### config.mk
export PLATFORM = sky130hd
export DESIGN_NAME = tetris_move_sched
export DESIGN_NICKNAME = d
export VERILOG_FILES = /design/src/rtl/tetris_move_sched.sv
export SDC_FILE = /design/constraint.sdc
export NUM_CORES = 1
export LEC_CHECK = 0
export BUFFER_PORTS_ARGS = -buffer_cell sky130_fd_sc_hd__buf_2
export CAP_MARGIN = 10
export CORE_MARGIN = 1
export CORE_UTILIZATION = 45
export CTS_CLUSTER_DIAMETER = 40
export DETAILED_ROUTE_END_ITERATION = 10
export PLACE_DENSITY_LB_ADDON = 0.25
export SLEW_MARGIN = 5
export SYNTH_ARGS = -nofsm -noshare
export SYNTH_HDL_FRONTEND = slang
export SYNTH_SLANG_ARGS = --single-unit
### constraint.sdc
create_clock -name clk -period 6.11 [get_ports clk]
set_input_delay 1.833 -clock clk [delete_from_list [all_inputs] [get_ports clk]]
set_output_delay 1.833 -clock clk [all_outputs]
set_load 0.02 [all_outputs]
### src/rtl/tetris_move_sched.sv
// -----------------------------------------------------------------------------
// tetris_move_sched
//
// Merges five debounced player buttons and a gravity timer into one stream of
// move requests for the game FSM. Only one move is offered at a time, over a
// valid/ready handshake.
//
// Ports
//   clk         in   clock
//   rst         in   asynchronous active-high reset
//   en          in   game active; low forces IDLE and clears all requests
//   grav_hold   in   freezes the gravity counter (spawn / line clear)
//   btn_right   in   button levels, clk-synchronous and debounced
//   btn_left    in
//   btn_rr      in
//   btn_rl      in
//   btn_down    in
//   move_ready  in   FSM accepts the offered move
//   move_valid  out  a move is offered
//   move_code   out  RIGHT=0 LEFT=1 ROR=2 ROL=3 DOWN=4 NONE=5
//   grav_tick   out  one-cycle pulse when the gravity counter expires
//   dropped     out  one-cycle pulse when a request hits an already-set bit
//
// Build option
//   MOVE_SCHED_DAS_EN  defined: delayed auto-shift repeat on right/left and
//                      periodic soft-drop repeat on down.
//                      undefined: every button is edge-only.
// -----------------------------------------------------------------------------
module tetris_move_sched #(
    parameter int unsigned GRAVITY_TICKS = 25_000_000,
    parameter int unsigned DAS_DELAY     = 4_000_000,
    parameter int unsigned DAS_RATE      = 1_000_000
) (
    input  logic       clk,
    input  logic       rst,
    input  logic       en,
    input  logic       grav_hold,
    input  logic       btn_right,
    input  logic       btn_left,
    input  logic       btn_rr,
    input  logic       btn_rl,
    input  logic       btn_down,
    input  logic       move_ready,
    output logic       move_valid,
    output logic [2:0] move_code,
    output logic       grav_tick,
    output logic       dropped
);

    typedef enum logic [2:0] {
        MV_RIGHT = 3'd0,
        MV_LEFT  = 3'd1,
        MV_ROR   = 3'd2,
        MV_ROL   = 3'd3,
        MV_DOWN  = 3'd4,
        MV_NONE  = 3'd5
    } move_t;

    typedef enum logic [1:0] {
        ST_IDLE  = 2'd0,
        ST_ARB   = 2'd1,
        ST_OFFER = 2'd2
    } state_t;

    // Pending-bit positions; lower index = higher priority.
    localparam int P_G  = 0;
    localparam int P_R  = 1;
    localparam int P_L  = 2;
    localparam int P_RR = 3;
    localparam int P_RL = 4;
    localparam int P_D  = 5;

    localparam logic [31:0] GRAV_LAST = 32'(GRAVITY_TICKS - 1);
    localparam bit          PARAMS_OK = (GRAVITY_TICKS >= 2) && (DAS_DELAY >= 1) && (DAS_RATE >= 1);

    if (!PARAMS_OK) begin : g_bad_params
        $error("tetris_move_sched: GRAVITY_TICKS must be >= 2, DAS_DELAY and DAS_RATE >= 1");
    end

    state_t      state_q;
    move_t       move_code_q;
    logic        move_valid_q;
    logic        grav_tick_q;
    logic        dropped_q;
    logic [4:0]  btn_prev_q;     // bit order: right, left, rr, rl, down
    logic [5:0]  pend_q;
    logic [5:0]  winner_q;       // one-hot copy of the bit being offered
    logic [31:0] grav_cnt_q;

    logic [4:0]  btn_now;
    logic [4:0]  btn_rise;
    logic [4:0]  das_rep;
    logic        active;
    logic        grav_run;
    logic        grav_expire;
    logic        grant;
    logic        grant_down;
    logic [5:0]  set_req;
    logic [5:0]  clr_mask;
    logic [5:0]  pend_d;
    logic        drop_hit;
    logic [31:0] grav_cnt_d;
    logic [5:0]  arb_pick;
    move_t       arb_code;

    assign btn_now = {btn_down, btn_rl, btn_rr, btn_left, btn_right};

    function automatic move_t pend_code(input int idx);
        case (idx)
            P_R:     return MV_RIGHT;
            P_L:     return MV_LEFT;
            P_RR:    return MV_ROR;
            P_RL:    return MV_ROL;
            default: return MV_DOWN;   // gravity and soft drop
        endcase
    endfunction

`ifdef MOVE_SCHED_DAS_EN
    // Auto-repeat channels: 0 = right, 1 = left, 2 = down. Each keeps a hold
    // counter and the hold count at which it fires next; the next-fire value
    // advances by DAS_RATE after every fire, so no modulo is needed.
    logic [2:0] das_fire;

    for (genvar gi = 0; gi < 3; gi++) begin : g_das
        localparam int          BI    = (gi == 2) ? 4 : gi;
        localparam logic [31:0] FIRST = (gi == 2) ? 32'(DAS_RATE) : 32'(DAS_DELAY);

        logic [31:0] hold_cnt_q;
        logic [31:0] next_fire_q;

        assign das_fire[gi] = active && btn_now[BI] && (hold_cnt_q == next_fire_q);

        always_ff @(posedge clk or posedge rst) begin
            if (rst) begin
                hold_cnt_q  <= '0;
                next_fire_q <= FIRST;
            end else if (!active || !btn_now[BI]) begin
                hold_cnt_q  <= '0;
                next_fire_q <= FIRST;
            end else begin
                hold_cnt_q <= hold_cnt_q + 32'd1;
                if (hold_cnt_q == next_fire_q) begin
                    next_fire_q <= next_fire_q + 32'(DAS_RATE);
                end
            end
        end
    end

    assign das_rep = {das_fire[2], 2'b00, das_fire[1], das_fire[0]};
`else
    assign das_rep = '0;
`endif

    always_comb begin
        active      = en && (state_q != ST_IDLE);
        btn_rise    = btn_now & ~btn_prev_q;
        grav_run    = active && !grav_hold;
        grav_expire = grav_run && (grav_cnt_q == GRAV_LAST);

        set_req = '0;
        if (active) begin
            set_req = {btn_rise | das_rep, grav_expire};
        end

        grant      = active && (state_q == ST_OFFER) && move_ready;
        grant_down = grant && (winner_q[P_G] || winner_q[P_D]);

        // A DOWN grant retires both down sources, since one drop serves both.
        clr_mask = '0;
        if (grant) begin
            clr_mask = winner_q;
            if (grant_down) begin
                clr_mask[P_G] = 1'b1;
                clr_mask[P_D] = 1'b1;
            end
        end

        // Set wins over a same-cycle clear, so the request survives and is
        // served again; that case is not reported as a drop.
        pend_d   = (pend_q & ~clr_mask) | set_req;
        drop_hit = |(set_req & pend_q & ~clr_mask);

        grav_cnt_d = grav_cnt_q;
        if (grant_down) begin
            grav_cnt_d = '0;
        end else if (grav_run) begin
            grav_cnt_d = grav_expire ? 32'd0 : grav_cnt_q + 32'd1;
        end

        // Walk from lowest to highest priority; the last hit is the winner.
        arb_pick = '0;
        arb_code = MV_NONE;
        for (int i = 5; i >= 0; i--) begin
            if (pend_q[i]) begin
                arb_pick = 6'b1 << i;
                arb_code = pend_code(i);
            end
        end
    end

    always_ff @(posedge clk or posedge rst) begin
        if (rst) begin
            state_q      <= ST_IDLE;
            move_valid_q <= 1'b0;
            move_code_q  <= MV_NONE;
            grav_tick_q  <= 1'b0;
            dropped_q    <= 1'b0;
            btn_prev_q   <= '0;
            pend_q       <= '0;
            winner_q     <= '0;
            grav_cnt_q   <= '0;
        end else begin
            // Previous levels track the buttons even while idle, so a button
            // already held when the game starts is not taken as a fresh press.
            btn_prev_q  <= btn_now;
            grav_tick_q <= 1'b0;
            dropped_q   <= 1'b0;

            if (!en || state_q == ST_IDLE) begin
                move_valid_q <= 1'b0;
                move_code_q  <= MV_NONE;
                pend_q       <= '0;
                winner_q     <= '0;
                grav_cnt_q   <= '0;
                state_q      <= en ? ST_ARB : ST_IDLE;
            end else begin
                pend_q      <= pend_d;
                grav_cnt_q  <= grav_cnt_d;
                grav_tick_q <= grav_expire;
                dropped_q   <= drop_hit;

                case (state_q)
                    ST_ARB: begin
                        if (|pend_q) begin
                            winner_q     <= arb_pick;
                            move_code_q  <= arb_code;
                            move_valid_q <= 1'b1;
                            state_q      <= ST_OFFER;
                        end
                    end
                    ST_OFFER: begin
                        if (move_ready) begin
                            move_valid_q <= 1'b0;
                            state_q      <= ST_ARB;
                        end
                    end
                    default: begin
                        state_q <= ST_IDLE;
                    end
                endcase
            end
        end
    end

    assign move_valid = move_valid_q;
    assign move_code  = move_code_q;
    assign grav_tick  = grav_tick_q;
    assign dropped    = dropped_q;

endmodule

; Word-level counts from Yosys, hierarchy flattened
; Index checks and enable logic that the tools add are counted.
[word_totals]
register_bits = 57
out_inout_bits = 6
elab_cells = 81
[classes]
addsub = 1
n_eq_ne = 5
muxes = 38
n_bitwise = 7
reduce_logical = 21
[ops]
columns = op, n
row1 = $mux 32, 4
row2 = $mux 6, 12
row3 = $add 32x1->32 const B, 1
row4 = $eq 32x25->1 const B, 1
row5 = $mux 3, 8
row6 = $and 6x6->6, 3
row7 = $reduce_or 6->1, 2
row8 = $mux 1, 9
row9 = $logic_and 1x1->1, 6
row10 = $mux 2, 3
row11 = $not 6->6, 1
row12 = $or 6x6->6, 1
row13 = $reduce_bool 2->1, 3
row14 = $reduce_bool 3->1, 2
row15 = $and 5x5->5, 1
row16 = $not 5->5, 1
row17 = $pmux 2 s2, 1
row18 = $reduce_and 2->1, 2
row19 = $ne 3x2->1 const B, 1
row20 = $ne 3x3->1 const B, 1
row21 = $reduce_and 3->1, 1
row22 = $eq 2x1->1 const B, 1
row23 = $eq 2x2->1 const B, 1
row24 = $logic_not 1->1, 2
row25 = other kinds (3), 4

; Depth between registers and ports, before layout
[logic_depth]
depth_word = 11
ltp_mapped = 10

; Worst setup path before layout
; Ideal clock, no wire load.
[synth_path]
path_kind = input-to-reg
startpoint = input grav_hold
endpoint = register grav_cnt_q[7]
setup_time_ps = 139
arrival_time_ps = 3544
setup_slack_ps = 2427
cell_stages = 8
n_path_buf = 3
cell_sequence = clkbuf_1 nand4b_1 or3_1 or3_1 clkbuf_1 nand3_1 buf_2 o21ai_0
[synth_via]
elab_chain_len = 7
elab_cells_between_ends = 8
cone_classes = mux: 4 / reduce/logical: 4
[synth_rtl]
columns = element, line_no
row1 = "start, declared", 37  ; input logic grav_hold,
row2 = $logic_not 1->1 *, 157  ; grav_run = active && !grav_hold;
row3 = $logic_and 1x1->1 *, 157
row4 = $logic_and 1x1->1, 158  ; grav_expire = grav_run && (grav_cnt_q == GRAV_LAST);
row5 = $mux 32, 187  ; grav_cnt_d = grav_expire ? 32'd0 : grav_cnt_q + 32'd1;
row6 = $mux 32, 186  ; end else if (grav_run) begin
row7 = $mux 32, 184  ; if (grant_down) begin
row8 = $mux 32, 219  ; if (!en || state_q == ST_IDLE) begin
row9 = "end signal, assigned", 228  ; grav_cnt_q <= grav_cnt_d;
row10 = "end, declared", 88  ; logic [31:0] grav_cnt_q;
; Every way passes the cells marked *; elsewhere a longest branch is shown, timed or not. The select of a mux whose other input is x is not followed.
; A chain may end at the register's enable or synchronous reset.

; Final worst setup path
[layout_path]
startpoint = input en
endpoint = register grav_cnt_q[18]
[layout_via]
elab_chain_len = 7
elab_cells_between_ends = 13
cone_classes = mux: 4 / reduce/logical: 9
[layout_rtl]
columns = element, line_no
row1 = "start, declared", 36  ; input logic en,
row2 = $logic_and 1x1->1, 155  ; active = en && (state_q != ST_IDLE);
row3 = $logic_and 1x1->1, 157
row4 = $logic_and 1x1->1, 158
row5 = $mux 32, 187
row6 = $mux 32, 186
row7 = $mux 32, 184
row8 = $mux 32, 219
; Several ways; a longest one is shown, not always the timed one. The select of a mux whose other input is x is not followed.

==> run metrics <==
run status=finished clean; number of max-slew violations in the final report=0; initial antenna violation count=0; slew at the pin closest to its max-slew limit=1047 ps; root buf cell=sky130_fd_sc_hd__clkbuf_8; post-route cell area=3402 sq um; Die Y=84.60 um; die outline width=84.60 um; Avg Cell Area, Syn=9.276 sq um; initial drt markers=272; routed wire length per instance=16.94 um; Slew headroom=29.45%; master of the slowest instance on the critical path=sky130_fd_sc_hd__nand3_1; post-synthesis register bit count=57; # fillers=608; leak pwr=1.365 nW; aggregate routed wire length=7235 um; largest stage delay on the critical path=760 ps; launching instance or port of the critical path=en; CTS tree=yes; area enclosed by the die boundary=7157 sq um; final critical-path share of the clock period=71.59%; overall track demand over capacity in global routing=21.63%; post-layout min period=4374 ps; deepest clock path buffer count=2; highest fanout seen on the critical path=20; overflow left after global routing=0; worst min-delay path class=reg -> reg; number of buffers inserted by post-CTS setup repair=0; peak supply drop=147.3 uV; Post-synth EDFFs=0; biggest area consumer among synthesized cells=sky130_fd_sc_hd__dfrtp_1; number of hold-slack violations in the final timing report=0; number of buffers inserted by port buffering=15; Cell Chain, Critical Path=buf_2, nor2b_1, and2_1, nand3_1, o41ai_1; startpoint-to-endpoint class of the critical path=in -> reg; worst reg2reg startpoint=state_q[0]$_DFFE_PP0P_; proportion of layout cells with a drive suffix above 1=11.71%; maximum clock frequency=0.2286 GHz; proportion of synthesized flip-flops having asynchronous set or reset=100.0%; Boundary Pins=16; fraction of the yosys area taken by sequential cells=46.54%; netlist area before placement=3070 sq um; via density per instance=6.386; maximum clock skew at final layout=5.785 ps; critical path data arrival time=4590 ps; area share of the largest cell type after synthesis=44.82%; pin count of the biggest net entering global routing=58; count of buffer and inverter cells on the critical path=1; count of endpoints failing setup in the final report=0; clk sinks=57; kind of capture point of the worst setup path=flip-flop; site row count=29; initial core utilization=47.54%; gate count of the mapped netlist=331; CTS resizes=0; insertion delay of the later-clocked pin in the worst-skew pair=340 ps; Synth cell types=52; Inserted Clock Buffers=9; unrepaired setup endpoints after global routing=false; Worst path top cell family by delay=simple AND/OR/NAND/NOR gates; number of synthesis warnings=0; Most used DFF post-synth=sky130_fd_sc_hd__dfrtp_1; Post-DP Area=3192 sq um; hold bufs inserted after CTS=0; total inserted antenna cells=0; sum of net half-perimeters after detailed placement=4824 um; Reg clk slew, reported paths=70 ps; MaxCap Viol Count=0; area growth from synthesis to final layout=10.80%; number of global-route vias before repair=2,404; multi-input gate area in the final layout=1528 sq um; area of the placeable core=6459 sq um; pwr/cell area=265.1 nW/um^2; Post-Synthesis Net Count=347; first-pass GRT wire length=12,120 um; post-route ant nets=0; area of all sequential standard cells=1429 sq um; final routed DRC violation total=0; most area-consuming cells after synthesis=sky130_fd_sc_hd__dfrtp_1 (45%), sky130_fd_sc_hd__nand2_1 (5.7%), sky130_fd_sc_hd__o31ai_1 (3.7%), sky130_fd_sc_hd__nand3_1 (3.4%), sky130_fd_sc_hd__o21ai_0 (3.4%); routability cong.=0.8787; count of H-tree levels built during CTS=3; critical hold path startpoint=move_code[1]$_DFFE_PP0P_; Total Nets Final=361; Pre-Repair DR Iteration Count=7; final sum of negative setup slack=0 ps; DR vias=2,727; critical path data required time=6330 ps; type of origin of the critical path=input pin
## worst paths after layout
path	endpoint	slack (ps)	cells after the start
max in group asynchronous	grav_cnt_q[30]$_DFFE_PP0P_	3950	3
min in group asynchronous	btn_prev_q[4]$_DFF_PP0_	1700	3
max reg2reg	grav_cnt_q[18]$_DFFE_PP0P_	2620	6
min	move_code[1]$_DFFE_PP0P_	480	2
min reg2reg	move_code[1]$_DFFE_PP0P_	480	2
max	grav_cnt_q[18]$_DFFE_PP0P_	1740	5
## routing by layer
metal	GRT usage, %	share of wire, %	up-vias	routed length [um]
met5	0	0	-	0
met4	9.091	2.1	0	152
met3	3.540	4.0	14	291
met2	30.45	44	83	3172
met1	32.87	50	1350	3618
li1	-	-	1280	-
## sequential cells by signal (all words and copies together), names as in the netlist
name and count:
btn_prev_q 5, dropped 1, grav_cnt_q 32, grav_tick 1, move_code 3, move_valid 1
pend_q 6, state_q 2, winner_q 6
## final cells by class
class,instances,area share (%)
clock buffers,10,3.751
clock inverters,6,2.427
inverters,15,1.655
multi-input cells,246,44.91
flip-flops and latches,57,42.00
well taps,77,2.832
repair buffers,16,2.427
## where the power goes
part           switching (mW)  total, mW  leakage [nW]  internal (mW)
registers              0.0104      0.403         0.775          0.393
clock network           0.159      0.386         0.106          0.228
logic                  0.0816      0.112         0.485         0.0305
total                   0.251      0.902          1.37          0.651
## worst min-delay path: cells and delay by family (launching register included)
| family | cells | cell delay (ps) |
|---|---|---|
| flip-flops | 1 | 340 |
| AO/OA/AOI/OAI | 1 | 60 |
| AND/OR/NAND/NOR | 1 | 50 |
## cell usage in the layout, fill, tap and decap left out, drive strengths merged, types with 2 or more instances in the layout
cell     count
o31a         2
and2         3
o41ai        4
a21o         2
nand2       47
nand4b       4
a2bb2oi      6
dfrtp       55
o22ai        3
o41a         2
dfstp        2
nor4b        2
and3         4
nand3       21
nor4         6
a41oi        2
nor2b        2
or4          5
o21ai       21
or3          9
o31ai       15
buf         16
xor2         2
bufinv       2
clkinv       3
xnor2        2
nand4       10
ha           6
clkbuf      10
o211ai      12
nand2b       7
o32ai        3
nor2        13
inv         15
a21oi       16
o21bai       4
## metrics by stage
stage / setup WS, ps / util, % / hold slack [ps] / power, mW / cells
2_1_floorplan: 2427 / - / 438.7 / 0.4895 / 331
3_3_place_gp: 1597 / 49.42 / 457.7 / 0.5209 / 411
3_5_place_dp: 1497 / 49.42 / 460.5 / 0.5223 / 411
4_1_cts: 1855 / 52.67 / 477.7 / 0.9092 / 427
5_1_grt: 1595 / 52.67 / 512.4 / 0.9358 / 427
6_report: 1736 / 52.67 / 481.2 / 0.9020 / 427
## logic make-up after synthesis
family | Yosys count | share of synthesized area, %
simple gates | 137 | 23.88
compound gates | 99 | 22.29
flops | 57 | 46.54
buf+inv | 28 | 3.708
fa+ha+maj | 6 | 2.445
xor+xnor | 4 | 1.141
## synthesized netlist by cell type (all sizes together) (2+ instances only)
| library cell | instances |
|---|---|
| o22ai | 3 |
| nand3 | 21 |
| o41a | 2 |
| nand4 | 10 |
| ha | 6 |
| nor4 | 6 |
| a21oi | 16 |
| or4 | 5 |
| buf | 3 |
| o31a | 2 |
| and2 | 3 |
| inv | 15 |
| dfstp | 2 |
| nor4b | 2 |
| nor2b | 2 |
| o31ai | 15 |
| nor2 | 13 |
| nand4b | 4 |
| o32ai | 3 |
| or3 | 9 |
| o21bai | 4 |
| nand2b | 7 |
| xnor2 | 2 |
| a21o | 2 |
| dfrtp | 55 |
| xor2 | 2 |
| nand2 | 47 |
| a2bb2oi | 6 |
| clkbuf | 10 |
| o41ai | 4 |
| o211ai | 12 |
| a41oi | 2 |
| o21ai | 21 |
| and3 | 4 |
Note: power is estimated with default switching activity, not from simulation.
